$ cat src/rtl/spi_master_byte.sv
// Byte-level SPI master: shifts one byte out on mosi MSB-first while capturing miso, with sclk derived from clk.
// Optional build macro SPI_MISO_SYNC_EN adds a 2-flop miso synchronizer with matching capture delay.
module spi_master_byte #(
  parameter int SPI_MODE          = 0,
  parameter int CLKS_PER_HALF_BIT = 2
) (
  input  logic       clk,
  input  logic       rst,
  input  logic [7:0] spitx,
  input  logic       spitxdv,
  output logic       spitxready,
  output logic [7:0] spirx,
  output logic       spirxdv,
  output logic       sclk,
  output logic       mosi,
  input  logic       miso
);

  localparam logic       CPOL = (SPI_MODE >= 2);
  localparam logic       CPHA = ((SPI_MODE % 2) == 1);
  localparam logic [7:0] TMAX = 8'(CLKS_PER_HALF_BIT - 1);

  typedef enum logic [1:0] {IDLE, SHIFT, DONE} state_e;

  state_e     state_q, state_d;
  logic [7:0] timer_q, timer_d;
  logic [4:0] edge_cnt_q, edge_cnt_d;
  logic [4:0] next_edge;
  logic       edge_q, edge_d;
  logic [7:0] tx_q, tx_d;
  logic [7:0] rx_q, rx_d;
  logic [7:0] spirx_q, spirx_d;
  logic       sclk_q, sclk_d;
  logic       mosi_q, mosi_d;
  logic       rdy_q, rdy_d;
  logic       rxdv_q, rxdv_d;
  logic       accept, wrap, samp_now, cap_en, cap_bit, cap_pending;

  // edge_q marks the cycle in which sclk first shows a new level; sampling happens then.
  assign samp_now = edge_q && (state_q == SHIFT) &&
                    (CPHA ? (!edge_cnt_q[0] && (edge_cnt_q != 5'd0)) : edge_cnt_q[0]);

`ifdef SPI_MISO_SYNC_EN
  logic [1:0] miso_sync_q;
  logic [1:0] samp_pipe_q;

  always_ff @(posedge clk or posedge rst) begin
    if (rst) begin
      miso_sync_q <= '0;
      samp_pipe_q <= '0;
    end else begin
      miso_sync_q <= {miso_sync_q[0], miso};
      samp_pipe_q <= {samp_pipe_q[0], samp_now};
    end
  end

  // Capture strobe trails the sampling edge by the synchronizer depth; hold off DONE until it lands.
  assign cap_en      = samp_pipe_q[1];
  assign cap_bit     = miso_sync_q[1];
  assign cap_pending = samp_now | samp_pipe_q[0];
`else
  assign cap_en      = samp_now;
  assign cap_bit     = miso;
  assign cap_pending = 1'b0;
`endif

  assign accept = spitxdv && rdy_q;
  assign wrap   = (timer_q == TMAX);

  always_comb begin
    state_d    = state_q;
    timer_d    = timer_q;
    edge_cnt_d = edge_cnt_q;
    edge_d     = 1'b0;
    tx_d       = tx_q;
    rx_d       = rx_q;
    spirx_d    = spirx_q;
    sclk_d     = sclk_q;
    mosi_d     = mosi_q;
    next_edge  = edge_cnt_q + 5'd1;

    if (cap_en) rx_d = {rx_q[6:0], cap_bit};

    unique case (state_q)
      IDLE, DONE: begin
        if (accept) begin
          // The accept cycle counts as the first timer tick so edge k lands at T+k*N.
          state_d    = SHIFT;
          timer_d    = 8'd1;
          edge_cnt_d = '0;
          tx_d       = spitx;
          if (!CPHA) mosi_d = spitx[7];
        end else begin
          state_d = IDLE;
        end
      end
      SHIFT: begin
        timer_d = wrap ? '0 : timer_q + 8'd1;
        if (wrap && (edge_cnt_q != 5'd16)) begin
          sclk_d     = ~sclk_q;
          edge_cnt_d = next_edge;
          edge_d     = 1'b1;
          if (CPHA ? next_edge[0] : (!next_edge[0] && (next_edge <= 5'd14))) begin
            mosi_d = CPHA ? tx_q[7] : tx_q[6];
            tx_d   = {tx_q[6:0], 1'b0};
          end
        end
        if ((edge_cnt_q == 5'd16) && !cap_pending) begin
          state_d = DONE;
          timer_d = '0;
          spirx_d = rx_d;
        end
      end
      default: state_d = IDLE;
    endcase

    rdy_d  = (state_d != SHIFT);
    rxdv_d = (state_d == DONE);
  end

  always_ff @(posedge clk or posedge rst) begin
    if (rst) begin
      state_q    <= IDLE;
      timer_q    <= '0;
      edge_cnt_q <= '0;
      edge_q     <= 1'b0;
      tx_q       <= '0;
      rx_q       <= '0;
      spirx_q    <= '0;
      sclk_q     <= CPOL;
      mosi_q     <= 1'b0;
      rdy_q      <= 1'b1;
      rxdv_q     <= 1'b0;
    end else begin
      state_q    <= state_d;
      timer_q    <= timer_d;
      edge_cnt_q <= edge_cnt_d;
      edge_q     <= edge_d;
      tx_q       <= tx_d;
      rx_q       <= rx_d;
      spirx_q    <= spirx_d;
      sclk_q     <= sclk_d;
      mosi_q     <= mosi_d;
      rdy_q      <= rdy_d;
      rxdv_q     <= rxdv_d;
    end
  end

  assign spitxready = rdy_q;
  assign spirx      = spirx_q;
  assign spirxdv    = rxdv_q;
  assign sclk       = sclk_q;
  assign mosi       = mosi_q;

endmodule

$ cat config.mk
export PLATFORM = sky130hd
export DESIGN_NAME = spi_master_byte
export DESIGN_NICKNAME = d
export VERILOG_FILES = /design/src/rtl/spi_master_byte.sv
export SDC_FILE = /design/constraint.sdc
export NUM_CORES = 1
export LEC_CHECK = 0
export CAP_MARGIN = 20
export CELL_PAD_IN_SITES_DETAIL_PLACEMENT = 1
export CELL_PAD_IN_SITES_GLOBAL_PLACEMENT = 1
export CORE_MARGIN = 3
export CORE_UTILIZATION = 25
export CTS_BUF_LIST = sky130_fd_sc_hd__clkbuf_8
export DETAILED_ROUTE_END_ITERATION = 6
export PLACE_DENSITY = 0.54
export SLEW_MARGIN = 10
export SYNTH_ARGS = -nofsm -noshare
export SYNTH_HDL_FRONTEND = slang
export SYNTH_SLANG_ARGS = --single-unit
$ cat constraint.sdc
create_clock -name clk -period 3.5 [get_ports clk]
set_input_delay 0.875 -clock clk [delete_from_list [all_inputs] [get_ports clk]]
set_output_delay 0.875 -clock clk [all_outputs]
set_load 0.05 [all_outputs]
# Word-level counts from Yosys, hierarchy flattened
# Index checks and enable logic that the tools add are counted.
# classes
n_addsub,2
magnitude_cmp,1
n_eq_ne,10
n_mux,21
n_bitwise,1
n_reduce_logical,14
# op_table
op,count
two-way mux 8 bit,4
two-way mux 7 bit,3
one-hot mux 8 bit (2 select lines),1
one-hot mux 7 bit (2 select lines),1
two-way mux 5 bit,2
one-hot mux 5 bit (2 select lines),1
"adder 8 x 1 -> 8 bit, second input constant",1
"equality test 8 x 1 -> 1 bit, second input constant",1
two-way mux 1 bit,6
"!= test 2 x 1 -> 1 bit, second input constant",3
AND reduction 2 bit,3
"adder 5 x 1 -> 5 bit, second input constant",1
"equality test 5 bit, second input constant",1
"less-or-equal comparator 5 x 4 -> 1 bit, second input constant",1
logical AND 1 bit,5
"!= test 5 bit, second input constant",1
"equality test 2 bit, second input constant",2
one-hot mux 2 bit (2 select lines),1
AND reduction 4 bit,1
AND reduction 3 bit,1
"equality test 2 x 1 -> 1 bit, second input constant",1
logical NOT 2 bit,1
two-way mux 2 bit,1
"!= test 2 bit, second input constant",1
other kinds (5),5
# word_totals
regBits,43
elab_cells,60

# Longest topological paths before layout
# logic_depth
ltp_word,6
mapped_depth,10
ltp_nobuf,8

# Worst setup path after synthesis
# No wires, ideal clock.
# synth_path
kind,flip-flop to flip-flop
start,register timer_q[1]
end,"register mosi_q, in the netlist mosi"
setup_time_ps,125
t_arrival_ps,2318
required_time_ps,3375
setup_slack_ps,1057
stages_incl_launch_ff,11
path_buffers,2
cell_sequence,dfrtp_1 inv_1 ha_1 or4b_1 or4_4 buf_6 clkinv_4 nor2_4 a21o_1 buf_6 mux2_4
# synth_via
elab_chain_cells,4
# synth_rtl
element,line,rtl
"start, declared",26,"logic [7:0] timer_q, timer_d;"
"start signal, assigned",136,timer_q <= timer_d;
equality test 8 x 1 -> 1 bit,68,assign wrap = (timer_q == TMAX);
logical AND 1 bit,99,if (wrap && (edge_cnt_q != 5'd16)) begin
!= test 2 x 1 -> 1 bit (no line),--,
AND reduction 4 bit (no line),--,
"end signal, assigned",143,mosi_q <= mosi_d;
"end, declared",34,"logic mosi_q, mosi_d;"
# No other way between the ends.
# A chain may end at the register's enable or synchronous reset.

# Final worst setup path
# layout_path
start,register timer_q[1]
end,register tx_q[6]
# layout_via
elab_chain_cells,4
# layout_rtl
element,line,rtl
equality test 8 x 1 -> 1 bit,68,
logical AND 1 bit,99,
!= test 2 x 1 -> 1 bit (no line),--,
AND reduction 4 bit (no line),--,
"end signal, assigned",139,tx_q <= tx_d;
"end, declared",30,"logic [7:0] tx_q, tx_d;"
# No other way between the ends.

==> run_results.csv <==
group,metric,value,unit
run_status,status,"complete, no violations",
power,p_sw,709,µW
clock_tree,cts_buffer_depth,2,
setup_path,crit_required,3.68,ns
cells_and_area,final_cells,317,
logic_synthesis,synth_top_family_by_area,"simple AND/OR/NAND/NOR gates",
die,rows,31,
power,peakVddDrop,0.000387,V
logic_synthesis,ys_ff_latch,43,
cells_and_area,fin_area,2440,µm²
logic_synthesis,synth-compound-area-share,8.26,%
logic_synthesis,synth_xor_area_share,2.21,%
setup_path,worstSetupStartpointType,"register",
global_route,grt_first_pass_wirelength,7510,µm
cells_and_area,n_fill_cell,840,
logic_synthesis,synth_adder_area_share,3.15,%
power,p_clk_share,20.6,%
placed_design,numPlacedInstances,309,
clock_tree,post-cts-setup-buffer-count,0,
logic_synthesis,yosys.area_share.simple,18.7,%
clock_tree,root_buffer,"clkbuf_8",
sta,worstMarginPinSlew,0.926,ns
die,num_io_pins,24,
power,powerDensity,777,nW/µm²
routing,num_vias,1400,
global_route,grt_pass1_vias,1526,
die,start_util,26.5,%
logic_synthesis,yosysTopAreaCellShare,53.0,%
power,p_seq_share,39.5,%
logic_synthesis,async_flop_share,100,%
sta,clock.fmax,388,MHz
setup_path,worst-setup-path-type,"register to register",
setup_path,worstPathMaxFanout,8,
setup_path,critPathTopFamily,"simple AND/OR/NAND/NOR gates",
placed_design,dpl_cell_area,2330,µm²
routing,antenna_left,0,
logic_synthesis,synth_cells,189,
sta,finalHoldViolCount,0,
cells_and_area,drive_gt1_share,13.8,%
sta,slew_viol_final,0,
power,power.total,1900,µW
routing,wirelength,4170,µm
logic_synthesis,syn_nets,206,
cells_and_area,areaGrowthSynthToFinish,23.1,%
logic_synthesis,yosysTopAreaCell,"dfrtp_1",
logic_synthesis,synthMuxAreaShare,9.84,%
cells_and_area,nNetsFinal,234,
global_route,grt-busiest-layer,"met2",
job,maxCapViolations,0,
clock_tree,numCtsBuffers,5,
die,coreArea,7490,µm²
setup_path,endpoint_kind,"register",
cells_and_area,ff_latch_area,1080,µm²
power,p_leak,0.00115,µW
routing,first_iter_violations,39,
clock_tree,ctsHoldBuffers,0,
logic_synthesis,synth_edf_count,0,
global_route,grt_antenna_before_repair,0,
hold_path,hold_class,"register to register",
global_route,met1_usage,15.1,%
cells_and_area,diodes,0,
clock_tree,cts_tree,"yes",
clock_tree,clkTransAtPathRegs,0.08,ns
placed_design,gp_congestion,0.831,
sta,slew-limit-headroom,38.0,%
sta,min_period_over_period,73.6,%
sta,setup_tns,0,ns
sta,setup_viol,0,
sta,skew,0.0167,ns
placed_design,numPortBuffers,23,
sta,hold_ws,0.475,ns
global_route,grt_max_degree,20,
global_route,use_met3,2.68,%
setup_path,cp_num_buf_inv,2,
clock_tree,cts_sinks,43,
clock_tree,cts_resized,0,
global_route,globalRouteOverflowTotal,0,
placed_design,dpl.hpwl,3010,µm
logic_synthesis,yosysWarnings,0,
routing,route.detailed.drc,0,
logic_synthesis,ys_types,35,
die,die_area,9040,µm²
logic_synthesis,netlist_top_cells_area,"dfrtp_1 (53%), nand2_1 (10%), mux2_4 (5.3%)",
logic_synthesis,ys.flop_type,"dfrtp_1",
logic_synthesis,syn_area,1980,µm²
setup_path,path_cells,"inv_1, ha_1, or4b_1, or4_4, clkinv_4, nor2_4, a21o_1, mux2_4",
power,netSwitchingFraction,37.4,%
sta,fin_crit,2.57,ns
power,intPower,1190,µW
clock_tree,worstSkewPairLatency,0.30,ns
sta,rsz0062_at_grt,"false",
routing,detail_route.first_pass.iterations,4,
die,die_w,95.1,µm
cells_and_area,multi_input_area,837,µm²
global_route,grtUsageMet2,15.9,%
power,p_comb_share,39.9,%
routing,avgRoutedWirePerCell,13.2,µm
routing,viasPerCell,4.42,
die,fp.dieH,95.1,µm
global_route,gr-usage-all-layers,10.7,%
logic_synthesis,syn_avg_cell_area,10.5,µm²
setup_path,cpPeakStageDelay,0.56,ns
setup_path,slowest_stage,"or4_4",
logic_synthesis,yosysSeqAreaShare,54.3,%
setup_path,cp.arrival,2.76,ns
clock_tree,cts.htree.levels,2,
-- routing by layer --
layer  routed length [µm]  up-vias
met5                    0        -
met4                   51        0
met3                  139        4
met2                 1930       17
met1                 2050      692
li1                     -      687
-- logic make-up (layout without fill, tap and decap cells) --
logic type / after synthesis / in the layout
simple gates: 81 / 81
xor+xnor: 5 / 5
flops: 43 / 43
fa+ha+maj: 5 / 5
buf+inv: 13 / 42
compound gates: 27 / 27
mux: 15 / 15
-- sequential cells by signal, indices dropped and copies added (netlist names) --
signal and flops:
edge_cnt_q 5, edge_q 1, mosi 1, rx_q 8
sclk 1, spirx 8, spirxdv 1, spitxready 1
state_q 2, timer_q 8, tx_q 7
-- power groups by stage --
stage | sequential [µW] | combinational, µW | clock (µW)
after global placement | 758 | 760 | 0
after global routing | 777 | 857 | 433
after CTS | 751 | 774 | 411
after floorplan | 824 | 518 | 0
final | 749 | 757 | 390
after detailed placement | 761 | 769 | 0
-- cell type report --
| class | instances | area share, % |
|---|---|---|
| clock inverter | 3 | 1.90 |
| clock buffer | 5 | 2.82 |
| inverter | 8 | 1.44 |
| tap | 99 | 5.07 |
| sequential | 43 | 44.1 |
| multi-input combinational | 133 | 34.3 |
| timing repair buffer | 26 | 10.4 |
-- per-stage QoR --
| step | utilization (%) | setup WS, ns |
|---|---|---|
| 3_3_place_gp | 31.1 | 0.875 |
| 6_report | 32.6 | 0.926 |
| 3_5_place_dp | 31.1 | 0.856 |
| 2_1_floorplan | - | 1.06 |
| 5_1_grt | 32.6 | 0.781 |
| 4_1_cts | 32.6 | 0.898 |
-- layout by cell type (no fill, tap or decap), drive strengths merged, types with 2 or more instances in the layout --
cell type / instances
clkdlybuf4s50: 23
mux2: 15
nand2: 53
nand2b: 3
inv: 6
o211ai: 2
nor2: 8
ha: 5
o31ai: 3
xor2: 4
nor2b: 2
clkinv: 3
clkbuf: 5
dfrtp: 42
nand3: 7
buf: 3
o21ai: 16
-- cells in the mapped netlist (3+ instances only) --
| cell | number |
|---|---|
| mux2_4 | 7 |
| xor2_1 | 4 |
| nand3_1 | 7 |
| clkbuf_1 | 3 |
| o21ai_0 | 16 |
| nand2_1 | 53 |
| nor2_1 | 7 |
| dfrtp_1 | 42 |
| nand2b_1 | 3 |
| mux2_2 | 8 |
| ha_1 | 5 |
| inv_1 | 6 |
| o31ai_1 | 3 |
-- final timing paths --
check | startpoint | end | slack (ns) | cells past startpoint
worst max-delay path | timer_q[1] | tx_q[6] | 0.93 | 8
worst min-delay path | sclk | sclk | 0.48 | 1
worst max register to register | timer_q[1] | tx_q[6] | 0.93 | 8
worst min register to register | sclk | sclk | 0.48 | 1
max in group asynchronous | rst | spitxready | 1.96 | 3
min in group asynchronous | rst | spirx[2] | 0.89 | 2
No activity file was read; power rests on OpenSTA's default activity.
